--- src/rtl/i2c_pkg.sv ---
// Shared definitions for the I2C request arbiter: descriptor field widths,
// FSM state encoding, the latched descriptor record and an index-width helper.
package i2c_pkg;

  // Width of a 7-bit I2C slave address.
  localparam int ADDR_W = 7;

  // Width of a transfer byte count.
  localparam int CT_W = 8;

  // Arbiter FSM states. The encoding is fixed so state dumps read consistently.
  typedef enum logic [2:0] {
    ST_IDLE    = 3'd0,
    ST_GRANT   = 3'd1,
    ST_LAUNCH  = 3'd2,
    ST_WAIT    = 3'd3,
    ST_RELEASE = 3'd4
  } state_t;

  // One requester's transaction descriptor, as presented to the I2C master.
  typedef struct packed {
    logic              rw;       // 0 write, 1 read
    logic [ADDR_W-1:0] s_add;    // slave address
    logic [CT_W-1:0]   byte_ct;  // number of bytes; 0 is rejected
  } desc_t;

  // Bits needed to index n items. Never less than one bit, so a single
  // requester still gets a legal vector width.
  function automatic int idx_w(input int n);
    return (n > 1) ? $clog2(n) : 1;
  endfunction

endpackage

--- src/rtl/i2c_req_arbiter_if.sv ---
// Bundle of the requester-side and I2C-master-side signals of the arbiter.
// The slave modport is the arbiter's own view: it serves requesters and
// drives the descriptor into the I2C master. The master modport is the view
// of the surrounding logic (requesters plus the I2C master) that drives the
// requests and the completion pulse.
interface i2c_req_arbiter_if
  import i2c_pkg::*;
#(
  parameter int NREQ = 4
);

  // Requester side: level requests and packed per-requester descriptors.
  logic [NREQ-1:0]        req;
  logic [NREQ-1:0]        rw_i;
  logic [ADDR_W*NREQ-1:0] s_add_i;
  logic [CT_W*NREQ-1:0]   byte_ct_i;

  // Requester side: grant level and completion / error pulses.
  logic [NREQ-1:0]        gnt;
  logic [NREQ-1:0]        done;
  logic [NREQ-1:0]        err;

  // I2C master side: start pulse, descriptor, and end-of-transfer pulse.
  logic                   m_st;
  logic                   m_rw;
  logic [ADDR_W-1:0]      m_s_add;
  logic [CT_W-1:0]        m_byte_ct;
  logic                   m_done;

  modport slave (
    input  req, rw_i, s_add_i, byte_ct_i, m_done,
    output gnt, done, err, m_st, m_rw, m_s_add, m_byte_ct
  );

  modport master (
    output req, rw_i, s_add_i, byte_ct_i, m_done,
    input  gnt, done, err, m_st, m_rw, m_s_add, m_byte_ct
  );

endinterface

--- src/rtl/i2c_req_arbiter_rr_pick.sv ---
// Round-robin picker: purely combinational. Scans the request vector
// starting at ptr, wrapping modulo NREQ, and reports the first requester
// found as a one-hot vector, as an index, and with a valid flag.
module rr_pick
  import i2c_pkg::*;
#(
  parameter int NREQ = 4,
  parameter int IW   = idx_w(NREQ)
) (
  input  logic [NREQ-1:0] req,
  input  logic [IW-1:0]   ptr,
  output logic [NREQ-1:0] winner,
  output logic [IW-1:0]   idx,
  output logic            valid
);

  // Walk the requesters in priority order ptr, ptr+1, ... and keep the first hit.
  always_comb begin : p_pick
    int cand;
    // NOTE: every output of a combinational block gets a default before any
    // branch; a path that leaves one unassigned would infer a latch.
    winner = '0;
    idx    = '0;
    valid  = 1'b0;
    cand   = 0;
    for (int i = 0; i < NREQ; i++) begin
      // ptr is always below NREQ, so one conditional subtract is the wrap.
      cand = int'(ptr) + i;
      if (cand >= NREQ) begin
        cand = cand - NREQ;
      end
      if (!valid && req[IW'(cand)]) begin
        valid              = 1'b1;
        idx                = IW'(cand);
        winner[IW'(cand)]  = 1'b1;
      end
    end
  end

endmodule

--- src/rtl/i2c_req_arbiter.sv ---
// I2C request arbiter: shares one I2C master among NREQ requesters.
// Round-robin selection, one transaction at a time through the states
// IDLE -> GRANT -> LAUNCH -> WAIT -> RELEASE. A zero byte count is rejected
// in GRANT with an err pulse and never reaches the master.
//
// Optional feature: define I2C_ARB_TIMEOUT_EN to add a WAIT watchdog of
// TO_CYCLES clocks that ends a stuck transfer with err instead of done.
// Without the macro WAIT waits for m_done indefinitely.
//
// Reset rs is synchronous and active-low; the I2C master must share it,
// because a reset in mid-transfer is abandoned silently.
module i2c_req_arbiter
  import i2c_pkg::*;
#(
  parameter int NREQ      = 4,
  parameter int TO_CYCLES = 4096
) (
  input  logic                clk,
  input  logic                rs,
  i2c_req_arbiter_if.slave    bus
);

  localparam int IW = idx_w(NREQ);

  // A watchdog limit below 2 cycles could never count; refuse to build.
  if (TO_CYCLES < 2) begin : g_bad_to_cycles
    $error("i2c_req_arbiter: TO_CYCLES must be at least 2");
  end

  // ---------------------------------------------------------------------------
  // Requester descriptors, unpacked from the flat buses
  // ---------------------------------------------------------------------------
  desc_t in_desc [NREQ];

  for (genvar k = 0; k < NREQ; k++) begin : g_unpack
    assign in_desc[k] = {bus.rw_i[k],
                         bus.s_add_i[k*ADDR_W +: ADDR_W],
                         bus.byte_ct_i[k*CT_W +: CT_W]};
  end

  // ---------------------------------------------------------------------------
  // Round-robin selection
  // ---------------------------------------------------------------------------
  logic [IW-1:0]   ptr_q, ptr_d;
  logic [NREQ-1:0] pick_oh;
  logic [IW-1:0]   pick_idx;
  logic            pick_valid;
  desc_t           pick_desc;

  rr_pick #(
    .NREQ (NREQ),
    .IW   (IW)
  ) u_rr_pick (
    .req    (bus.req),
    .ptr    (ptr_q),
    .winner (pick_oh),
    .idx    (pick_idx),
    .valid  (pick_valid)
  );

  assign pick_desc = in_desc[pick_idx];

  // ---------------------------------------------------------------------------
  // FSM state and registered outputs
  // ---------------------------------------------------------------------------
  state_t          state_q, state_d;
  logic [IW-1:0]   win_q, win_d;
  logic [NREQ-1:0] win_oh;
  logic [NREQ-1:0] gnt_q, gnt_d;
  logic [NREQ-1:0] done_q, done_d;
  logic [NREQ-1:0] err_q, err_d;
  logic            st_q, st_d;
  desc_t           desc_q, desc_d;

`ifdef I2C_ARB_TIMEOUT_EN
  localparam int CW = idx_w(TO_CYCLES);
  logic [CW-1:0]   cnt_q, cnt_d;
`endif

  // The winner latched in GRANT, as a one-hot mask for done/err pulses.
  assign win_oh = NREQ'(1) << win_q;

  // Next-state and next-output logic. done, err and m_st are pulses, so they
  // default low every cycle; gnt and the descriptor hold unless changed.
  always_comb begin
    state_d = state_q;
    ptr_d   = ptr_q;
    win_d   = win_q;
    gnt_d   = gnt_q;
    done_d  = '0;
    err_d   = '0;
    st_d    = 1'b0;
    desc_d  = desc_q;
`ifdef I2C_ARB_TIMEOUT_EN
    cnt_d   = cnt_q;
`endif

    case (state_q)
      ST_IDLE: begin
        if (pick_valid) begin
          state_d = ST_GRANT;
          win_d   = pick_idx;
          // The pointer advances past the winner even if it is rejected, so a
          // requester stuck on a zero count cannot starve the others.
          ptr_d   = (pick_idx == IW'(NREQ - 1)) ? '0 : pick_idx + 1'b1;
          desc_d  = pick_desc;
          // A zero-byte request is refused: err is visible in the GRANT cycle
          // and gnt never rises for it.
          if (pick_desc.byte_ct == '0) begin
            err_d = pick_oh;
          end else begin
            gnt_d = pick_oh;
          end
        end
      end

      ST_GRANT: begin
        if (desc_q.byte_ct == '0) begin
          state_d = ST_RELEASE;
          gnt_d   = '0;
          desc_d  = '0;
        end else begin
          state_d = ST_LAUNCH;
          st_d    = 1'b1;
        end
      end

      ST_LAUNCH: begin
        state_d = ST_WAIT;
`ifdef I2C_ARB_TIMEOUT_EN
        cnt_d   = '0;
`endif
      end

      ST_WAIT: begin
        // m_done wins over a watchdog expiry in the same cycle.
        if (bus.m_done) begin
          state_d = ST_RELEASE;
          done_d  = win_oh;
          gnt_d   = '0;
          desc_d  = '0;
        end
`ifdef I2C_ARB_TIMEOUT_EN
        else if (cnt_q == CW'(TO_CYCLES - 1)) begin
          state_d = ST_RELEASE;
          err_d   = win_oh;
          gnt_d   = '0;
          desc_d  = '0;
        end else begin
          cnt_d = cnt_q + 1'b1;
        end
`endif
      end

      ST_RELEASE: begin
        // One bus-free cycle before the next arbitration.
        state_d = ST_IDLE;
        gnt_d   = '0;
        desc_d  = '0;
      end

      default: begin
        state_d = ST_IDLE;
        gnt_d   = '0;
        desc_d  = '0;
      end
    endcase
  end

  // State, pointer and output registers with synchronous active-low reset.
  always_ff @(posedge clk) begin
    // NOTE: the reset is synchronous: rs is tested inside the clocked block,
    // so it only takes effect on a rising clk edge, like any other data input.
    if (!rs) begin
      state_q <= ST_IDLE;
      ptr_q   <= '0;
      win_q   <= '0;
      gnt_q   <= '0;
      done_q  <= '0;
      err_q   <= '0;
      st_q    <= 1'b0;
      desc_q  <= '0;
`ifdef I2C_ARB_TIMEOUT_EN
      cnt_q   <= '0;
`endif
    end else begin
      // NOTE: non-blocking assignments make every register update from the
      // values present before the edge, independent of statement order.
      state_q <= state_d;
      ptr_q   <= ptr_d;
      win_q   <= win_d;
      gnt_q   <= gnt_d;
      done_q  <= done_d;
      err_q   <= err_d;
      st_q    <= st_d;
      desc_q  <= desc_d;
`ifdef I2C_ARB_TIMEOUT_EN
      cnt_q   <= cnt_d;
`endif
    end
  end

  // ---------------------------------------------------------------------------
  // Outputs
  // ---------------------------------------------------------------------------
  assign bus.gnt       = gnt_q;
  assign bus.done      = done_q;
  assign bus.err       = err_q;
  assign bus.m_st      = st_q;
  assign bus.m_rw      = desc_q.rw;
  assign bus.m_s_add   = desc_q.s_add;
  assign bus.m_byte_ct = desc_q.byte_ct;

endmodule

--- src/flat_wrapper.sv ---
// flat-port wrapper written by rule: the top's interface ports become plain ports
module i2c_req_arbiter_flat import i2c_pkg::*;
#(
  parameter int NREQ      = 4,
  parameter int TO_CYCLES = 4096
)
  (clk, rs, bus_req, bus_rw_i, bus_s_add_i, bus_byte_ct_i, bus_m_done, bus_gnt, bus_done, bus_err, bus_m_st, bus_m_rw, bus_m_s_add, bus_m_byte_ct);
  i2c_req_arbiter_if #(.NREQ(NREQ)) bus_i ();
  input  logic clk;
  input  logic rs;
  input wire logic [$bits(bus_i.req)-1:0] bus_req;
  input wire logic [$bits(bus_i.rw_i)-1:0] bus_rw_i;
  input wire logic [$bits(bus_i.s_add_i)-1:0] bus_s_add_i;
  input wire logic [$bits(bus_i.byte_ct_i)-1:0] bus_byte_ct_i;
  input wire logic [$bits(bus_i.m_done)-1:0] bus_m_done;
  output wire logic [$bits(bus_i.gnt)-1:0] bus_gnt;
  output wire logic [$bits(bus_i.done)-1:0] bus_done;
  output wire logic [$bits(bus_i.err)-1:0] bus_err;
  output wire logic [$bits(bus_i.m_st)-1:0] bus_m_st;
  output wire logic [$bits(bus_i.m_rw)-1:0] bus_m_rw;
  output wire logic [$bits(bus_i.m_s_add)-1:0] bus_m_s_add;
  output wire logic [$bits(bus_i.m_byte_ct)-1:0] bus_m_byte_ct;
  assign bus_i.req = bus_req;
  assign bus_i.rw_i = bus_rw_i;
  assign bus_i.s_add_i = bus_s_add_i;
  assign bus_i.byte_ct_i = bus_byte_ct_i;
  assign bus_i.m_done = bus_m_done;
  assign bus_gnt = bus_i.gnt;
  assign bus_done = bus_i.done;
  assign bus_err = bus_i.err;
  assign bus_m_st = bus_i.m_st;
  assign bus_m_rw = bus_i.m_rw;
  assign bus_m_s_add = bus_i.m_s_add;
  assign bus_m_byte_ct = bus_i.m_byte_ct;
  i2c_req_arbiter #(.NREQ(NREQ), .TO_CYCLES(TO_CYCLES)) u_core (.clk(clk), .rs(rs), .bus(bus_i));
endmodule
--- config.mk ---
export PLATFORM = sky130hd
export DESIGN_NAME = i2c_req_arbiter_flat
export DESIGN_NICKNAME = d
export VERILOG_FILES = /design/src/rtl/i2c_pkg.sv /design/src/rtl/i2c_req_arbiter_if.sv /design/src/rtl/i2c_req_arbiter_rr_pick.sv /design/src/rtl/i2c_req_arbiter.sv /design/src/flat_wrapper.sv
export SDC_FILE = /design/constraint.sdc
export NUM_CORES = 1
export LEC_CHECK = 0
export CAP_MARGIN = 20
export CELL_PAD_IN_SITES_DETAIL_PLACEMENT = 1
export CELL_PAD_IN_SITES_GLOBAL_PLACEMENT = 2
export CORE_MARGIN = 8
export CORE_UTILIZATION = 21
export CTS_CLUSTER_DIAMETER = 40
export DETAILED_ROUTE_END_ITERATION = 12
export PLACE_DENSITY_LB_ADDON = 0.1
export SYNTH_ARGS = -nofsm -noshare
export SYNTH_HDL_FRONTEND = slang
export SYNTH_SLANG_ARGS = --single-unit
--- constraint.sdc ---
create_clock -name clk -period 3.6 [get_ports clk]
set_clock_uncertainty 0.2 [all_clocks]
set_input_delay 1.08 -clock clk [delete_from_list [all_inputs] [get_ports clk]]
set_output_delay 1.08 -clock clk [all_outputs]
set_load 0.05 [all_outputs]
== Word-level counts from Yosys, hierarchy flattened ==
Cells that the tools add are included.
Operators by class
  $add $sub $neg: 8
  magnitude comparators: 13
  eq/ne operators: 8
  shift-type cells: 1
  multiplexer cells: 54
  bitwise operators: 5
  reductions and logical operators: 20
Operators by type and width (count)
  2-to-1 mux 16 bit: 5
  case mux 16 bit (4 select lines): 1
  binary-select mux 16 bit (select 2 bit): 1
  2-to-1 mux 4 bit: 8
  2-to-1 mux 2 bit: 9
  2-to-1 mux 1 bit: 17
  zero test 8 bit: 2
  < comparator 2 x 4 -> 1 bit (second input constant): 4
  case mux 4 bit (4 select lines): 1
  greater-or-equal comparator 3 bit (second input constant): 4
  bitwise OR 4 bit: 3
  case mux 3 bit (4 select lines): 1
  2-to-1 mux 3 bit: 3
  binary-select mux 1 bit (select 2 bit): 4
  demux 1 bit (select 2 bit): 4
  greater-or-equal comparator 2 x 1 -> 1 bit (second input constant): 4
  AND reduction 4 bit: 2
  subtractor 2 x 1 -> 2 bit (second input constant): 4
  logical AND 1 bit: 7
  adder 2 x 2 -> 3 bit (second input constant): 2
  equality test 3 x 2 -> 1 bit (second input constant): 2
  AND reduction 2 bit: 3
  AND reduction 5 bit: 1
  != test 2 x 1 -> 1 bit (second input constant): 2
  other kinds (12): 15
Storage, ports and cells
  register bits after elaboration: 36
  output and inout port bits: 29

== Depth between registers and ports, before layout ==
Gate-level depths: netlist of run 1.
  word-level depth: 23
  gate-level depth with buffers: 13
  depth with buffers taken out: 11

== Hierarchy ==
Synthesis of run 1 repeated with hierarchy kept, for this count alone.
Unflattened totals
  cell total of the unflattened synthesis: 258
  area total of the unflattened synthesis: 2338.5 um^2
Modules (own cells, without submodules)
  i2c_req_arbiter: times used 1, cells each 195, area each 1838.0 um^2
  rr_pick: times used 1, cells each 63, area each 500.5 um^2

== Worst setup path after synthesis of run 1 ==
Ideal clock, no wire load.
  path kind: input -> register
  start point: in bus_req[3]
  end point: reg u_core.gnt_q[0] (netlist: u_core.bus.gnt[0])
  data arrival time: 3539 ps
  data required time: 3285 ps
  setup slack: -255 ps
  stages: 11
  path buffers: 2
  path through: buf_6 mux4_2 o211ai_2 o211ai_2 a21o_1 buf_6 a221oi_1 o22ai_1 nor4_4 mux2i_1 nand2_1
On the way
  cells in the longest elaborated chain, start to end: 20
  elaborated cells between the ends (all ways): 44
  those cells by class: eq/ne (2); mux (30); bitwise (4); reduce/logical (8)
RTL lines
  start: declaration: RTL line flat_wrapper.sv:11  | input wire logic [$bits(bus_i.req)-1:0] bus_req;
  binary-select mux 1 bit (select 2 bit): RTL line i2c_req_arbiter_rr_pick.sv:32  | if (!valid && req[IW'(cand)]) begin
  2-to-1 mux 1 bit (implied by the code) (2 in a row): RTL line i2c_req_arbiter_rr_pick.sv:32
  2-to-1 mux 1 bit: RTL line i2c_req_arbiter_rr_pick.sv:32
  zero test 1 bit: RTL line i2c_req_arbiter_rr_pick.sv:32
  logical AND 1 bit: RTL line i2c_req_arbiter_rr_pick.sv:32
  2-to-1 mux 1 bit: RTL line i2c_req_arbiter_rr_pick.sv:32
  zero test 1 bit: RTL line i2c_req_arbiter_rr_pick.sv:32
  logical AND 1 bit: RTL line i2c_req_arbiter_rr_pick.sv:32
  (+2 left out)
  logical AND 1 bit: RTL line i2c_req_arbiter_rr_pick.sv:32
  2-to-1 mux 2 bit: RTL line i2c_req_arbiter_rr_pick.sv:32
  NOT 2 -> 3 bit (implied by the code): RTL line i2c_req_arbiter.sv:61  | assign pick_desc = in_desc[pick_idx];
  binary-select mux 16 bit (select 2 bit): RTL line i2c_req_arbiter.sv:61
  2-to-1 mux 16 bit (implied by the code) (2 in a row): RTL line i2c_req_arbiter.sv:61
  zero test 8 bit: RTL line i2c_req_arbiter.sv:109  | if (pick_desc.byte_ct == '0) begin
  != test 2 bit (no line)
  AND reduction 5 bit (no line)
  end signal: assignment: RTL line i2c_req_arbiter.sv:192  | gnt_q <= gnt_d;
  end: declaration: RTL line i2c_req_arbiter.sv:69  | logic [NREQ-1:0] gnt_q, gnt_d;
Several ways; a longest one is shown, not always the timed one. The select of a mux whose other input is x is not followed.
A chain may end at the register's enable or synchronous reset.

== Final worst setup path of run 1 ==
  start point: in bus_req[2]
  end point: reg u_core.gnt_q[1] (netlist: u_core.bus.gnt[1])
Same word-level chain as after synthesis.

==> implementation parameters, run 1 <==
Parameter                              Value

Placement
  Placer's final routability congestion estimate ... 0.7727
  Area post-placement ... ~4000 sq um
  Detailed placement HPWL ... between 7000 and 8000 um
  Number of cells after detailed placement ... 586
  Number of port buffers ... 99

STA
  Maximum operating frequency ... 0.2768 GHz
  Fraction of the cycle the final worst path needs ... 100.3%
  Rel. slew slack ... 45.21%
  Fin crit period ... 3.612 ns
  Unrepaired setup endpoints after global routing ... yes
  Count of endpoints failing hold in the final timing report ... 0
  Tightest Pin Transition ... ~0.82 ns
  Final number of max-transition violations ... 0
  Fin worst setup slack ... -0.01246 ns
  Final-report setup violation count ... 4

Yosys
  Fraction of synthesized cell area taken by the top area cell type ... 29.71%
  Post-synth EDFFs ... 0
  Ranking of synthesized cells by instance count ... sky130_fd_sc_hd__nand2_1 (63), sky130_fd_sc_hd__dfxtp_1 (36), sky130_fd_sc_hd__and2_1 (29), sky130_fd_sc_hd__nor2_1 (23)
  Top FF cell, synth ... sky130_fd_sc_hd__dfxtp_1
  Post-synthesis register bit count ... 36
  Most common cell in the netlist ... sky130_fd_sc_hd__nand2_1
  Synthesized area ... around 2400 sq um
  Number of warning messages in the yosys log ... 0
  Area contributors post-synth ... sky130_fd_sc_hd__dfxtp_1 (30%), sky130_fd_sc_hd__nand2_1 (9.7%), sky130_fd_sc_hd__and2_1 (7.5%), sky130_fd_sc_hd__a221oi_1 (5.8%), sky130_fd_sc_hd__ha_1 (4.1%)
  Share of synthesized area occupied by flip-flops and latches ... 29.71%
  Cells after synthesis ... 313
  Ys async rst share ... 0%
  Number of library cell types mapped by synthesis ... 44
  Largest area contributor in the netlist ... sky130_fd_sc_hd__dfxtp_1
  Mean post-synth cell area ... 7.751 sq um
  Net Count, Synth ... 392

CTS
  Total number of H-tree levels ... 2
  Worst-path clk slew ... 0.06 ns
  Number of buffers created by CTS ... 5
  Hold-fix buffers, CTS ... 0
  Root buffer cell ... sky130_fd_sc_hd__clkbuf_16
  Clock Tree Buf Depth ... 2
  TritonCTS clock tree ... built
  Total clock sinks ... 36
  Clock latency on the worst-skew pair ... 0.28 ns

Routing
  Starting DRT DRC Count ... 130
  Number of detailed-route iterations in the first pass ... 4
  Total detailed-routing wirelength ... 9909 um
  Number of vias after detailed routing ... about 2,800
  Average vias per placed instance ... 4.644
  Average routed wire per standard cell ... between 15 and 20 um
  Antenna-violating nets left ... 0
  Number of remaining DRC errors ... 0

Hold path
  Critical hold path startpoint ... u_core.bus.m_s_add[5]
  Kind of path behind the tightest hold check ... reg2reg

Layout
  Non-Filler Instances ... about 600
  Post-layout utilization of the core ... 40.35%
  Layout Area Growth over Synthesis ... 89.12%
  Filler cell count ... around 1,300
  Antenna diode count ... 0
  Combined flip-flop and latch cell area ... just over 700 sq um
  Share of final-layout standard cells stronger than drive strength 1 ... 23.11%
  Final standard cell area without fillers ... 4588 sq um
  NumNets Final ... about 540
  Multi-input combinational cell area ... 1923 sq um

Power
  Pwr Total ... 3779 uW
  Total leakage power ... 0.001840 uW
  Total power divided by cell area ... slightly above 800 nW/um^2
  Largest voltage drop on the vdd net ... 297.5 uV

Global routing
  Initial antenna violation count ... 0
  Total global-route track usage ... 13.15%
  Met3 Use GR ... 4.475%
  Residual overflow from global routing ... 0
  Global-route layer with the greatest usage ... met2
  Number of global-route vias before repair ... 3,120
  Largest net degree at the start of global routing ... 20
  GR met1 Demand/Resource ... around 16%
  Global-route wire length before repair ... 15,890 um
  Met2 track demand over resource in global routing ... 22.71%

Setup path
  Worst Path Required ... 3.58 ns
  Critical path class ... in2reg
  Critical path's largest stage delay ... 0.52 ns
  Cell-by-cell trace of the critical path ... buf_6 > mux4_2 > o211ai_2 > o211ai_2 > a21o_4 > buf_16 > a221oi_4 > o22ai_2 > nor4_4 > buf_12 > mux2i_1 > nand2_1
  Endpoint arrival time on the critical path ... 3.59 ns
  Reg-to-Reg Start ... u_core.ptr_q[0]
  Register-to-register setup slack ... 0.08 ns
  Slowest stage cell, crit path ... sky130_fd_sc_hd__mux4_2
  Crit start category ... primary input
  Highest net fanout along the worst path ... 8
  Most Frequent Cell on Critical Path ... sky130_fd_sc_hd__o211ai_2
  Worst setup startpoint ... bus_req[2]
  Kind of end point of the critical path ... flip-flop

Run
  Max-cap check violation count ... 0

Floorplanning
  Num rows ... 39
  Die height ... 123.5 um
  Core area ... 11,370 sq um
  Die width ... 123.5 um
  Area of the die ... 15,250 sq um
  IO Count ... 100
  Effective utilization at floorplan ... 21.34%

Status
  Result of the run ... finished, violations left
  Violations in the final reports ... negative setup slack
[path summary, 6_finish.rpt]
| path | endpoint | depth (start not counted) |
|---|---|---|
| hold / removal | u_core.bus.m_s_add[5] | 2 |
| hold reg to reg | u_core.bus.m_s_add[5] | 2 |
| setup reg to reg | u_core.bus.gnt[1] | 14 |
| setup / recovery | u_core.bus.gnt[1] | 12 |
[cell usage in the layout (no fill, tap or decap), drive strengths merged, types with 3 or more instances in the layout]
cell,netlist,routed
and3,5,5
a21boi,9,9
clkbuf,16,5
clkdlybuf4s50,0,95
nor3,3,3
ha,8,8
a22o,8,8
dfxtp,36,36
o21a,3,3
nand2,63,63
a221oi,16,16
mux2i,9,9
o22ai,4,4
and2,29,29
nor2b,4,4
nor2,23,23
inv,7,7
nor4,4,4
o211ai,11,11
o21ai,6,6
buf,3,66
nand3,13,13
a21oi,9,9
[state kept, by name (all words and copies together) (netlist names)]
name,count
u_core.bus.m_byte_ct,8
u_core.bus.m_s_add,7
u_core.bus.done,4
u_core.bus.err,4
u_core.bus.gnt,4
u_core.state_q,3
u_core.ptr_q,2
u_core.win_q,2
u_core.bus.m_rw,1
u_core.bus.m_st,1
[logic make-up (layout without fill, tap and decap cells)]
logic type,after synthesis,in the layout,share of synthesized area [%]
adders and majority gates,8,8,4.126
muxes,12,12,5.570
AOI/OAI and AO/OA,78,78,25.06
buffers and inverters,26,176,4.797
and+or+nand+nor,152,152,30.38
xor gates and xnor gates,1,1,0.3611
DFF,36,36,29.71
[through the flow]
step	hold WS (ns)	worst slack (ns)	setup TNS, ns
4_1_cts	0.2680	-0.01240	-0.01780
5_1_grt	0.2908	-0.1416	-0.5119
3_3_place_gp	0.2517	-0.7692	-14.21
6_report	0.2623	-0.01246	-0.02728
3_5_place_dp	0.2602	-0.8466	-16.05
2_1_floorplan	0.2255	-0.1997	-1.261
[metal layers]
metal | routed length, um | up-vias
met5 | 0 | -
met4 | 102 | 0
met3 | 677 | 8
met2 | 4805 | 63
met1 | 4323 | 1312
li1 | - | 1431
[repair_timing]
action	CTS	global route
setup endpoints to repair	27	4
setup buffers	10	0
endpoints found under the hold margin	0	0
pin swaps	18	8
cloned	2	0
resized for setup	45	7
[critical path, delay by kind of cell]
kind	cells	cell delay [ns]
muxes	2	0.70
buffers and inverters	3	0.44
and+or+nand+nor	2	0.40
AOI/OAI and AO/OA	5	0.96
[area by class of cell]
type / instances / area share (%)
Clock inverter: 3 / 0.9272
Tap cell: 143 / 3.900
Multi-Input combinational cell: 251 / 41.91
Inverter: 7 / 0.5727
Clock buffer: 5 / 2.727
Sequential cell: 36 / 15.71
Timing Repair Buffer: 161 / 34.25
[power by group]
| part | internal (uW) | switching (uW) |
|---|---|---|
| clock | 325 | 167 |
| sequential | 503 | 82.0 |
| combinational | 1250 | 1450 |
Note: power is estimated with default switching activity, not from simulation.
==> inputs of run 2 (changes only) <==
--- a/config.mk
+++ b/config.mk
@@ -5,11 +5,12 @@
 export SDC_FILE = /design/constraint.sdc
 export NUM_CORES = 1
 export LEC_CHECK = 0
+export ABC_AREA = 1
 export CAP_MARGIN = 20
 export CELL_PAD_IN_SITES_DETAIL_PLACEMENT = 1
 export CELL_PAD_IN_SITES_GLOBAL_PLACEMENT = 2
 export CORE_MARGIN = 8
-export CORE_UTILIZATION = 21
+export CORE_UTILIZATION = 20
 export CTS_CLUSTER_DIAMETER = 40
 export DETAILED_ROUTE_END_ITERATION = 12
 export PLACE_DENSITY_LB_ADDON = 0.1
==> implementation parameters, run 2 <==
Parameter                              Value

Routing
  Starting DRT DRC Count ... 81
  Number of detailed-route iterations in the first pass ... 4
  Number of vias after detailed routing ... a little under 3,000
  Total detailed-routing wirelength ... 9476 um
  Average routed wire per standard cell ... 14.49 um
  Antenna-violating nets left ... 0
  Number of remaining DRC errors ... 0
  Average vias per placed instance ... around 4.4

Floorplanning
  IO Count ... 100
  Die height ... roughly 130 um
  Die width ... 126.1 um
  Num rows ... 40
  Effective utilization at floorplan ... 20.36%
  Area of the die ... 15,900 sq um
  Core area ... 11,910 sq um

Placement
  Placer's final routability congestion estimate ... 0.7540
  Detailed placement HPWL ... 7668 um
  Number of port buffers ... 99
  Placement Setup Slack ... -0.1024 ns

Yosys
  Net Count, Synth ... 448
  Number of library cell types mapped by synthesis ... 36
  Synthesized area ... roughly 2400 sq um
  Mean post-synth cell area ... 6.571 sq um
  Share of synthesized area occupied by flip-flops and latches ... ~30%
  Post-synth EDFFs ... 0
  Fraction of synthesized cell area taken by the top area cell type ... slightly below 30%
  Number of warning messages in the yosys log ... 0
  Ranking of synthesized cells by instance count ... sky130_fd_sc_hd__nand2_1 (92), sky130_fd_sc_hd__nand3_1 (48), sky130_fd_sc_hd__nor2_1 (39), sky130_fd_sc_hd__dfxtp_1 (36), sky130_fd_sc_hd__a21oi_1 (29)
  Top FF cell, synth ... sky130_fd_sc_hd__dfxtp_1
  Ys async rst share ... 0%
  Post-synthesis register bit count ... 36
  Most common cell in the netlist ... sky130_fd_sc_hd__nand2_1
  Area contributors post-synth ... sky130_fd_sc_hd__dfxtp_1 (30%), sky130_fd_sc_hd__nand2_1 (14%), sky130_fd_sc_hd__nand3_1 (9.9%), sky130_fd_sc_hd__nor2_1 (6.0%), sky130_fd_sc_hd__a21oi_1 (6.0%)
  Largest area contributor in the netlist ... sky130_fd_sc_hd__dfxtp_1
  Cells after synthesis ... approximately 370

Setup path
  Critical path class ... in2reg
  Highest net fanout along the worst path ... 15
  Worst Path Required ... around 3.6 ns
  Endpoint arrival time on the critical path ... between 3 and 4 ns
  Register-to-register setup slack ... 0.53 ns
  Kind of end point of the critical path ... flip-flop
  Crit start category ... primary input

Status
  Result of the run ... completed

Run
  Max-cap check violation count ... 0

CTS
  Total clock sinks ... 36
  Worst-path clk slew ... 0.05 ns
  Clock latency on the worst-skew pair ... around 0.27 ns
  TritonCTS clock tree ... built
  Hold-fix buffers, CTS ... 0
  Number of buffers created by CTS ... 5
  Total number of H-tree levels ... 2
  Clock Tree Buf Depth ... 2
  Root buffer cell ... sky130_fd_sc_hd__clkbuf_16

Layout
  Filler cell count ... approximately 1,500
  Share of final-layout standard cells stronger than drive strength 1 ... around 16%
  NumNets Final ... approximately 600
  Layout Area Growth over Synthesis ... 66.25%
  Flip-flop count of the largest register, all copies and words added ... 8
  Leading cell type in the layout, fill and taps excluded ... sky130_fd_sc_hd__clkdlybuf4s50_1
  Post-layout utilization of the core ... 33.84%
  Antenna diode count ... 0
  Most frequent cells in the layout ... sky130_fd_sc_hd__clkdlybuf4s50_1 (98), sky130_fd_sc_hd__nand2_1 (92), sky130_fd_sc_hd__nand3_1 (48)

STA
  Count of endpoints failing hold in the final timing report ... 0
  Final-report setup violation count ... 0
  Final number of max-transition violations ... 0
  Fin worst setup slack ... 0.2471 ns
  Fin crit period ... 3.353 ns
  Setup TNS ... 0 ns
  Fraction of the cycle the final worst path needs ... 93.13%
  Tightest Pin Transition ... approximately 0.75 ns
  Maximum operating frequency ... 0.2983 GHz
  Rel. slew slack ... 49.94%
  Unrepaired setup endpoints after global routing ... no

Global routing
  Total global-route track usage ... 11.81%
  Residual overflow from global routing ... 0
  Number of global-route vias before repair ... 3,087
  Global-route wire length before repair ... around 15,000 um
  Largest net degree at the start of global routing ... 23
  Initial antenna violation count ... 0

Power
  Pwr Total ... ~4400 uW
  Total power divided by cell area ... ~1100 nW/um^2
  Largest voltage drop on the vdd net ... 384.2 uV
  Total leakage power ... 0.001717 uW

Hold path
  Kind of path behind the tightest hold check ... reg2reg
==> run 2: cell count changes after synthesis, moves of 13 or more <==
| cell | before | now |
|---|---|---|
| sky130_fd_sc_hd__and2_1 | 29 | 0 |
| sky130_fd_sc_hd__clkbuf_1 | 16 | 3 |
| sky130_fd_sc_hd__a221oi_1 | 16 | 1 |
| sky130_fd_sc_hd__inv_1 | 7 | 26 |
| sky130_fd_sc_hd__a21oi_1 | 9 | 29 |
| sky130_fd_sc_hd__o21ai_0 | 6 | 20 |
| sky130_fd_sc_hd__nand3_1 | 13 | 48 |
| sky130_fd_sc_hd__nor2_1 | 23 | 39 |
| sky130_fd_sc_hd__nand2_1 | 63 | 92 |
==> run 2: stage by stage <==
step / std cells / hold slack (ns) / cell area [sq um]
floorplan: 369 / 0.2264 / 2425
global placement: 642 / 0.2514 / 3839
detailed placement: 642 / 0.2594 / 3839
CTS: 649 / 0.2697 / 3973
global route: 654 / 0.2830 / 4031
finish: 654 / 0.2617 / 4031
==> run 2: layout make-up <==
| class | instances | area [sq um] | area share [%] |
|---|---|---|---|
| Multi-Input combinational cell | 285 | 1486 | 36.87 |
| Inverter | 34 | 142.6 | 3.538 |
| Tap cell | 147 | 183.9 | 4.562 |
| Sequential cell | 36 | 720.7 | 17.88 |
| Clock buffer | 6 | 128.9 | 3.197 |
| Clock inverter | 1 | 5.005 | 0.1241 |
| Timing Repair Buffer | 145 | 1364 | 33.83 |
==> run 2: where the power goes <==
group / internal [uW] / leakage (uW) / switching [uW]
Combinational: 1440 / 0.00135 / 2010
Sequential: 505 / 0.000295 / 67.1
Clock: 251 / 0.0000667 / 157
==> run 2: kinds of logic after synthesis <==
logic type | count (synthesis) | share of synthesized area (%)
compound gates | 68 | 15.64
flops | 36 | 29.72
buf+inv | 48 | 9.700
fa+ha+maj | 8 | 4.128
simple gates | 209 | 40.82
==> run 2: path summary, 6_finish.rpt <==
path | startpoint | to | cells past startpoint
worst max-delay path | bus_req[2] | u_core.bus.gnt[0] | 17
worst max register to register | u_core.ptr_q[0] | u_core.bus.gnt[0] | 17
worst min register to register | u_core.bus.m_s_add[4] | u_core.bus.m_s_add[4] | 2
worst min-delay path | u_core.bus.m_s_add[4] | u_core.bus.m_s_add[4] | 2
==> run 2: routing by layer <==
layer	part of all wire [%]	track usage, %	up-vias
met2	49	21.25	60
li1	-	-	1500
met4	0.77	2.972	0
met1	43	12.67	1345
met3	7.6	4.557	4
met5	0	0	-
==> run 2: what timing repair did <==
action	in CTS	in global routing
buffers inserted	0	5
hold endpoints to repair	0	0
gates resized for setup	0	6
endpoints found under the setup margin	0	6
==> run 2: critical path, cell delays in order <==
cell and delay, ns:
sky130_fd_sc_hd__clkdlybuf4s50_1 0.50, sky130_fd_sc_hd__inv_1 0.07, sky130_fd_sc_hd__nand2_1 0.06, sky130_fd_sc_hd__nand3_1 0.07, sky130_fd_sc_hd__nand2_1 0.14, sky130_fd_sc_hd__nand4_4 0.17, sky130_fd_sc_hd__nand2_4 0.15, sky130_fd_sc_hd__nand2_8 0.10
sky130_fd_sc_hd__buf_4 0.16, sky130_fd_sc_hd__nand2_1 0.05, sky130_fd_sc_hd__nand3_1 0.09, sky130_fd_sc_hd__nand2_1 0.07, sky130_fd_sc_hd__nand2_1 0.09, sky130_fd_sc_hd__nor2_4 0.18, sky130_fd_sc_hd__nand3_4 0.13, sky130_fd_sc_hd__a21oi_1 0.16
sky130_fd_sc_hd__nor2_1 0.06
